--- config.mk ---
export PLATFORM = sky130hd
export DESIGN_NAME = spi_slave
export DESIGN_NICKNAME = d
export VERILOG_FILES = /design/src/rtl/spi_slave.sv
export SDC_FILE = /design/constraint.sdc
export NUM_CORES = 1
export LEC_CHECK = 0
export ABC_AREA = 0
export CELL_PAD_IN_SITES_DETAIL_PLACEMENT = 1
export CELL_PAD_IN_SITES_GLOBAL_PLACEMENT = 1
export CORE_AREA = 2 2 68 70
export DETAILED_ROUTE_END_ITERATION = 8
export DIE_AREA = 0 0 70 72
export PLACE_DENSITY = 0.87
export SYNTH_ARGS = -nofsm -noshare
export SYNTH_HDL_FRONTEND = slang
export SYNTH_SLANG_ARGS = --single-unit
--- constraint.sdc ---
create_clock -name clk -period 3.05 [get_ports clk]
set_clock_uncertainty 0.15 [all_clocks]
set_input_delay 0.4575 -clock clk [delete_from_list [all_inputs] [get_ports clk]]
set_output_delay 0.4575 -clock clk [all_outputs]
set_load 0.01 [all_outputs]
--- src/rtl/spi_slave.sv ---
// spi_slave: SPI mode-0 (CPOL=0, CPHA=0) slave, MSB first.
// sck, cs_n and mosi are oversampled in the clk domain. MOSI is deserialised
// into rx_data, and a one-word holding buffer is serialised onto MISO.
// Back-to-back words are supported while cs_n stays low.
// Optional feature: define SPI_SLAVE_FRAME_ERR_EN to add the frame_err output,
// which flags truncated words and transmit underruns.
module spi_slave #(
  parameter int DATA_LENGTH = 8
) (
  input  logic                   clk,
  input  logic                   rst,
  input  logic [DATA_LENGTH-1:0] tx_data,
  input  logic                   tx_valid,
  output logic                   tx_ready,
  output logic [DATA_LENGTH-1:0] rx_data,
  output logic                   rx_valid,
  output logic                   busy,
  input  logic                   spi_sck,
  input  logic                   spi_cs_n,
  input  logic                   spi_mosi,
  output logic                   spi_miso
`ifdef SPI_SLAVE_FRAME_ERR_EN
  ,
  output logic                   frame_err
`endif
);

  localparam int CNT_W = $clog2(DATA_LENGTH + 1);

  typedef enum logic {IDLE, ACTIVE} state_t;

  // Bit 0 = sck, bit 1 = cs_n, bit 2 = mosi
  logic [2:0] pin_in;
  logic [2:0] pin_sync;
  logic [2:0] pin_hist;

  assign pin_in = {spi_mosi, spi_cs_n, spi_sck};

  genvar gi;
  generate
    for (gi = 0; gi < 3; gi++) begin : g_sync
      logic [2:0] chain_reg;  // [0] meta, [1] synced, [2] history

      // Two-FF synchroniser plus one history FF for edge detection
      always_ff @(posedge clk or posedge rst) begin
        if (rst) begin
          chain_reg <= '0;
        end else begin
          chain_reg <= {chain_reg[1:0], pin_in[gi]};
        end
      end

      assign pin_sync[gi] = chain_reg[1];
      assign pin_hist[gi] = chain_reg[2];
    end
  endgenerate

  logic sck_rise, sck_fall, cs_fall, cs_rise, mosi_bit;

  assign sck_rise = pin_sync[0] & ~pin_hist[0];
  assign sck_fall = ~pin_sync[0] & pin_hist[0];
  assign cs_rise  = pin_sync[1] & ~pin_hist[1];
  assign cs_fall  = ~pin_sync[1] & pin_hist[1];
  assign mosi_bit = pin_sync[2];

  state_t                 state_reg, state_next;
  logic [DATA_LENGTH-1:0] hold_reg, hold_next;
  logic                   hold_full_reg, hold_full_next;
  logic [DATA_LENGTH-1:0] tx_shift_reg, tx_shift_next;
  logic [DATA_LENGTH-1:0] rx_shift_reg, rx_shift_next;
  logic [CNT_W-1:0]       bit_cnt_reg, bit_cnt_next;
  logic                   reload_reg, reload_next;
  logic [DATA_LENGTH-1:0] rx_data_reg, rx_data_next;
  logic                   rx_valid_reg, rx_valid_next;
`ifdef SPI_SLAVE_FRAME_ERR_EN
  logic                   frame_err_reg, frame_err_next;
`endif

  // State and datapath registers
  always_ff @(posedge clk or posedge rst) begin
    if (rst) begin
      state_reg     <= IDLE;
      hold_reg      <= '0;
      hold_full_reg <= 1'b0;
      tx_shift_reg  <= '0;
      rx_shift_reg  <= '0;
      bit_cnt_reg   <= '0;
      reload_reg    <= 1'b0;
      rx_data_reg   <= '0;
      rx_valid_reg  <= 1'b0;
`ifdef SPI_SLAVE_FRAME_ERR_EN
      frame_err_reg <= 1'b0;
`endif
    end else begin
      state_reg     <= state_next;
      hold_reg      <= hold_next;
      hold_full_reg <= hold_full_next;
      tx_shift_reg  <= tx_shift_next;
      rx_shift_reg  <= rx_shift_next;
      bit_cnt_reg   <= bit_cnt_next;
      reload_reg    <= reload_next;
      rx_data_reg   <= rx_data_next;
      rx_valid_reg  <= rx_valid_next;
`ifdef SPI_SLAVE_FRAME_ERR_EN
      frame_err_reg <= frame_err_next;
`endif
    end
  end

  // Next-state logic: frame control, shifting, holding buffer
  always_comb begin
    state_next     = state_reg;
    hold_next      = hold_reg;
    hold_full_next = hold_full_reg;
    tx_shift_next  = tx_shift_reg;
    rx_shift_next  = rx_shift_reg;
    bit_cnt_next   = bit_cnt_reg;
    reload_next    = reload_reg;
    rx_data_next   = rx_data_reg;
    rx_valid_next  = 1'b0;
`ifdef SPI_SLAVE_FRAME_ERR_EN
    frame_err_next = 1'b0;
`endif

    case (state_reg)
      IDLE: begin
        if (cs_fall) begin
          // An empty buffer is an underrun: the word goes out as zeros
          state_next     = ACTIVE;
          tx_shift_next  = hold_full_reg ? hold_reg : '0;
          hold_full_next = 1'b0;
          bit_cnt_next   = '0;
          reload_next    = 1'b0;
`ifdef SPI_SLAVE_FRAME_ERR_EN
          frame_err_next = ~hold_full_reg;
`endif
        end
      end
      ACTIVE: begin
        if (cs_rise) begin
          // cs_n wins over any coincident sck edge; partial words are dropped
          state_next   = IDLE;
          bit_cnt_next = '0;
          reload_next  = 1'b0;
`ifdef SPI_SLAVE_FRAME_ERR_EN
          frame_err_next = (bit_cnt_reg != '0);
`endif
        end else if (sck_rise) begin
          rx_shift_next = {rx_shift_reg[DATA_LENGTH-2:0], mosi_bit};
          if (bit_cnt_reg == CNT_W'(DATA_LENGTH - 1)) begin
            bit_cnt_next  = '0;
            reload_next   = 1'b1;
            rx_data_next  = {rx_shift_reg[DATA_LENGTH-2:0], mosi_bit};
            rx_valid_next = 1'b1;
          end else begin
            bit_cnt_next = bit_cnt_reg + 1'b1;
          end
        end else if (sck_fall) begin
          // The falling edge after a word's last bit presents the next word's MSB
          if (reload_reg) begin
            tx_shift_next  = hold_full_reg ? hold_reg : '0;
            hold_full_next = 1'b0;
            reload_next    = 1'b0;
          end else begin
            tx_shift_next = {tx_shift_reg[DATA_LENGTH-2:0], 1'b0};
          end
        end
      end
      default: state_next = IDLE;
    endcase

    // A write in the same cycle as a load refills the buffer after it is drained
    if (tx_valid && !hold_full_reg) begin
      hold_next      = tx_data;
      hold_full_next = 1'b1;
    end
  end

  assign tx_ready = ~hold_full_reg;
  assign rx_data  = rx_data_reg;
  assign rx_valid = rx_valid_reg;
  assign busy     = (state_reg == ACTIVE);
  assign spi_miso = (state_reg == ACTIVE) & tx_shift_reg[DATA_LENGTH-1];
`ifdef SPI_SLAVE_FRAME_ERR_EN
  assign frame_err = frame_err_reg;
`endif

endmodule

Word-level counts from Yosys, hierarchy flattened

Index checks and enable logic that the tools add are counted.

Reduce and logical (&&, ||, !) cells: 8
Add/subtract/negate cells: 1
Mux-type cells: 31
Bitwise logic cells: 12
Equal/unequal tests: 13

Operators by type and width:

| kind                                           | number |
|---|---|
| two-way mux 8 bit                              | 6 |
| two-way mux 1 bit                              | 16 |
| two-way mux 4 bit                              | 4 |
| case mux 8 bit (2 select lines)                | 1 |
| != test 3 x 2 -> 1 bit (second input constant) | 3 |
| != test 2 bit (second input constant)          | 4 |
| case mux 4 bit (2 select lines)                | 1 |
| AND reduction 4 bit                            | 2 |
| inverter 1 bit                                 | 7 |
| != test 3 bit (second input constant)          | 2 |
| case mux 1 bit (2 select lines)                | 3 |
| AND reduction 3 bit                            | 2 |
| bitwise AND 1 bit                              | 5 |
| AND reduction 5 bit                            | 1 |
| adder 4 x 1 -> 4 bit (second input constant)   | 1 |
| == test 4 x 3 -> 1 bit (second input constant) | 1 |
| != test 4 x 3 -> 1 bit (second input constant) | 1 |
| != test 4 bit (second input constant)          | 1 |
| != test 3 x 1 -> 1 bit (second input constant) | 1 |
| AND reduction 2 bit                            | 1 |
| logical AND 1 bit                              | 1 |
| logical NOT 1 bit                              | 1 |

Bits in registers: 47
Word-level logic and storage cells: 77
Output and inout bits: 12
Input port bits: 14

Longest topological paths before layout

Word-level depth: 7
Depth in mapped cells: 5
Mapped depth without buffers: 4

Worst setup path after synthesis

OpenSTA, ideal clock, no wires.

Path type: flip-flop to flip-flop
Start: register g_sync[0].chain_reg[2]
End: register rx_data_reg[0] (netlist: rx_data[0])
Buffers on the path: 1
Period minus slack after synthesis: 1.616 ns
Path slack: 1.434 ns
Stages on the path, launching flop included: 6
Data arrival time: 1.341 ns
Library setup time: 0.125 ns
Required time: 2.775 ns
Cell sequence: dfrtp_1 > nor2b_4 > nand3_4 > or2_1 > buf_6 > mux2_4

Word-level cells in the longest chain between the ends: 3

RTL lines:

| element                              | RTL line | RTL |
|---|---|---|
| from (decl)                          | 42       | `logic [2:0] chain_reg;` |
| from (signal assigned)               | 49       | `chain_reg <= {chain_reg[1:0], pin_in[gi]};` |
| inverter 1 bit                       | 60       | `assign sck_rise = pin_sync[0] & ~pin_hist[0];` |
| bitwise AND 1 bit                    | 60       |  |
| AND reduction 4 bit (no source line) | --       |  |
| to (signal assigned)                 | 102      | `rx_data_reg <= rx_data_next;` |
| to (decl)                            | 73       | `logic [DATA_LENGTH-1:0] rx_data_reg, rx_data_next;` |

Every way passes these cells.
A chain may end at the register's enable or synchronous reset.

Worst setup path in the final report

Start: register state_reg (netlist: busy)
End: output spi_miso

Word-level cells in the longest chain between the ends: 1

RTL lines:

| element                | RTL line | RTL |
|---|---|---|
| from (decl)            | 66       | `state_t state_reg, state_next;` |
| from (signal assigned) | 95       | `state_reg <= state_next;` |
| bitwise AND 1 bit      | 183      | `assign spi_miso = (state_reg == ACTIVE) & tx_shift_reg[DATA_LENGTH-1];` |
| to (decl)              | 21       | `output logic spi_miso` |

Every way passes these cells.

==> reports/metrics.cfg <==
[cts]
htree_levels=2
cts_root_buf=clkbuf_8
cts_inserted_buffers=5
cts.sink_count=47
holdBufCountCts=0
clk_pin_slew_ns=0.08
postCtsSetupRepairBufs=0
cts_tree=built
clock_path_buffers=2
cts.repair.resized=0
clkLatencyLatePin_ns=0.30

[finish]
nNetsFinal=206
drive_gt1_frac=0.167
syn_to_final_growth_pct=21.2
antennaDiodeCount=0

[critical_path]
timing.rr.end=rx_data[2]
crit_fanout=15
end_kind=output pin
reg2reg_depth=3
crit_path_start_kind=flip-flop
worstPathRequired_ns=2.44
path_class=reg -> out
rrSetupSlack_ns=1.09
cp.arrival_ns=1.63
crit-reg2reg-launch=busy

[synth]
netlist_top_cells_area=dfrtp_1 (61%), nand2_1 (6.4%), mux2_4 (6.2%)
synth_edf_count=0
yosysTopAreaCellShare=0.611
yosys.cell_count.top_type=dfrtp_1
syn_area_mm2=0.00193
synth_top_family_by_area=simple AND/OR/NAND/NOR gates
syn_area_per_cell_um2=11.8
synth-simple-area-share=0.179
muxShareOfSynthArea=0.109
yosys.cell_types.count=28
synthAdderAreaFrac=0.00650
yosysTopAreaCell=dfrtp_1
synth_flop_cell=dfrtp_1
yosysSeqAreaShare=0.611
synth_common_cells=dfrtp_1 (47), nand2_1 (33), o21ai_0 (12)
synth-compound-area-share=0.0695
yosysWarnings=0
netlist_instances=163
synth_seq_cells=47
syn_nets=178
synth-xor-area-share=0
async_flop_share=1.00

[worst_hold_path]
worstHoldStart=g_sync[1].chain_reg[0]
hold_end=g_sync[1].chain_reg[1]
whs_path_depth=0
hp-class=reg -> reg

[timing]
worst_slack_ns=0.817
tns_ns=0
max_slew_margin=0.525
worst_slew_pin_slew_ns=0.712
setup_viol=0
final.period_utilization=0.732
slew_viol_final=0
min_period_ns=2.23
fmax_mhz=448
rsz0062_at_grt=no
hold_viol_final=0

[global_route]
grt_max_degree=48
first_global_vias=1411
overflow=0
grt_pass1_wl_um=7070
antenna_found_initial=0
track_usage=0.183

[placement]
dp_hpwl_um=2890
portBuffers=25
gp_congestion=0.722
dp_slack_ns=0.855

[pwr]
cellLeakagePower_nw=1.13
powerDensity_mw_per_mm2=699
vdd_ir_drop_max_uv=367

[flow_run]
cap_violations=0

[outcome]
status=complete, no violations

[detailed_routing]
drc=0
viasPerCell=5.28
firstDrtPassIters=4
ant_nets=0
num_vias=1289
wl_per_cell_um=16.4
drtIter0Drc=69
wl_um=4000

[die]
ios=26
die_height_um=72
coreArea_mm2=0.00426
num_rows=24
start_util=0.452
dieArea_mm2=0.00504
die_x_um=70

-- where the power goes --
part | switching [mW] | total [mW] | internal, mW
Combinational | 0.140 | 0.305 | 0.166
Sequential | 0.110 | 0.880 | 0.770
Clock | 0.203 | 0.447 | 0.244
Total | 0.453 | 1.63 | 1.18
-- placed cells by master, fill, tap and decap left out, types with 2 or more instances in the layout --
| cell type | count |
|---|---|
| nand2_1 | 33 |
| a21oi_1 | 8 |
| mux2_4 | 8 |
| nand4_1 | 3 |
| o21ai_0 | 12 |
| nand3_1 | 4 |
| inv_1 | 3 |
| mux2_2 | 8 |
| clkdlybuf4s50_1 | 25 |
| clkbuf_8 | 5 |
| buf_4 | 2 |
| or2_2 | 2 |
| and3_1 | 9 |
| a31oi_1 | 4 |
| nor2b_1 | 2 |
| and2b_1 | 2 |
| dfrtp_1 | 47 |
-- per-stage QoR --
stage	cells	power (mW)	cell area (um^2)	util	hold WS, ns
after floorplan	163	1.08	1930	-	0.181
after global placement	236	1.16	2220	0.521	0.181
after detailed placement	236	1.21	2220	0.521	0.190
after CTS	244	1.66	2330	0.548	0.209
after global routing	244	1.75	2330	0.548	0.219
final	244	1.63	2330	0.548	0.210
-- cell families after synthesis --
kind of cell | Yosys count
DFF | 47
muxes | 16
AOI/OAI and AO/OA | 25
adders and majority gates | 1
buffers and inverters | 10
and+or+nand+nor | 64
-- metal layers --
| metal | track usage | part of all wire | vias up |
|---|---|---|---|
| li1 | - | - | 607 |
| met1 | 0.226 | 0.43 | 649 |
| met2 | 0.312 | 0.52 | 28 |
| met3 | 0.0556 | 0.039 | 5 |
| met4 | 0.0577 | 0.012 | 0 |
| met5 | 0 | 0 | - |
-- how the worst max path moves through the flow --
stage	start	endpoint	slack, ns	cells past startpoint
floorplan	rst	bit_cnt_reg[0]	1.33	1
global placement	tx_valid	hold_reg[0]	0.94	3
detailed placement	tx_valid	hold_reg[1]	0.85	3
CTS	busy	spi_miso	0.80	2
global route	busy	spi_miso	0.71	2
finish	busy	spi_miso	0.82	2
-- worst max-delay path, cell delays in order (launching register included) --
cell and delay (ns):
dfrtp_1 0.61, and2_1 0.19, clkdlybuf4s50_1 0.53
-- area by class of cell --
| class | instances | area [um^2] |
|---|---|---|
| fill | 459 | 1930 |
| sequential | 47 | 1180 |
| multi-input combinational | 106 | 701 |
| timing repair buffer | 27 | 265 |
| clock buffer | 5 | 68.8 |
| tap | 52 | 65.1 |
| clock inverter | 3 | 43.8 |
| inverter | 4 | 15.0 |
Note: power is estimated with default switching activity, not from simulation.
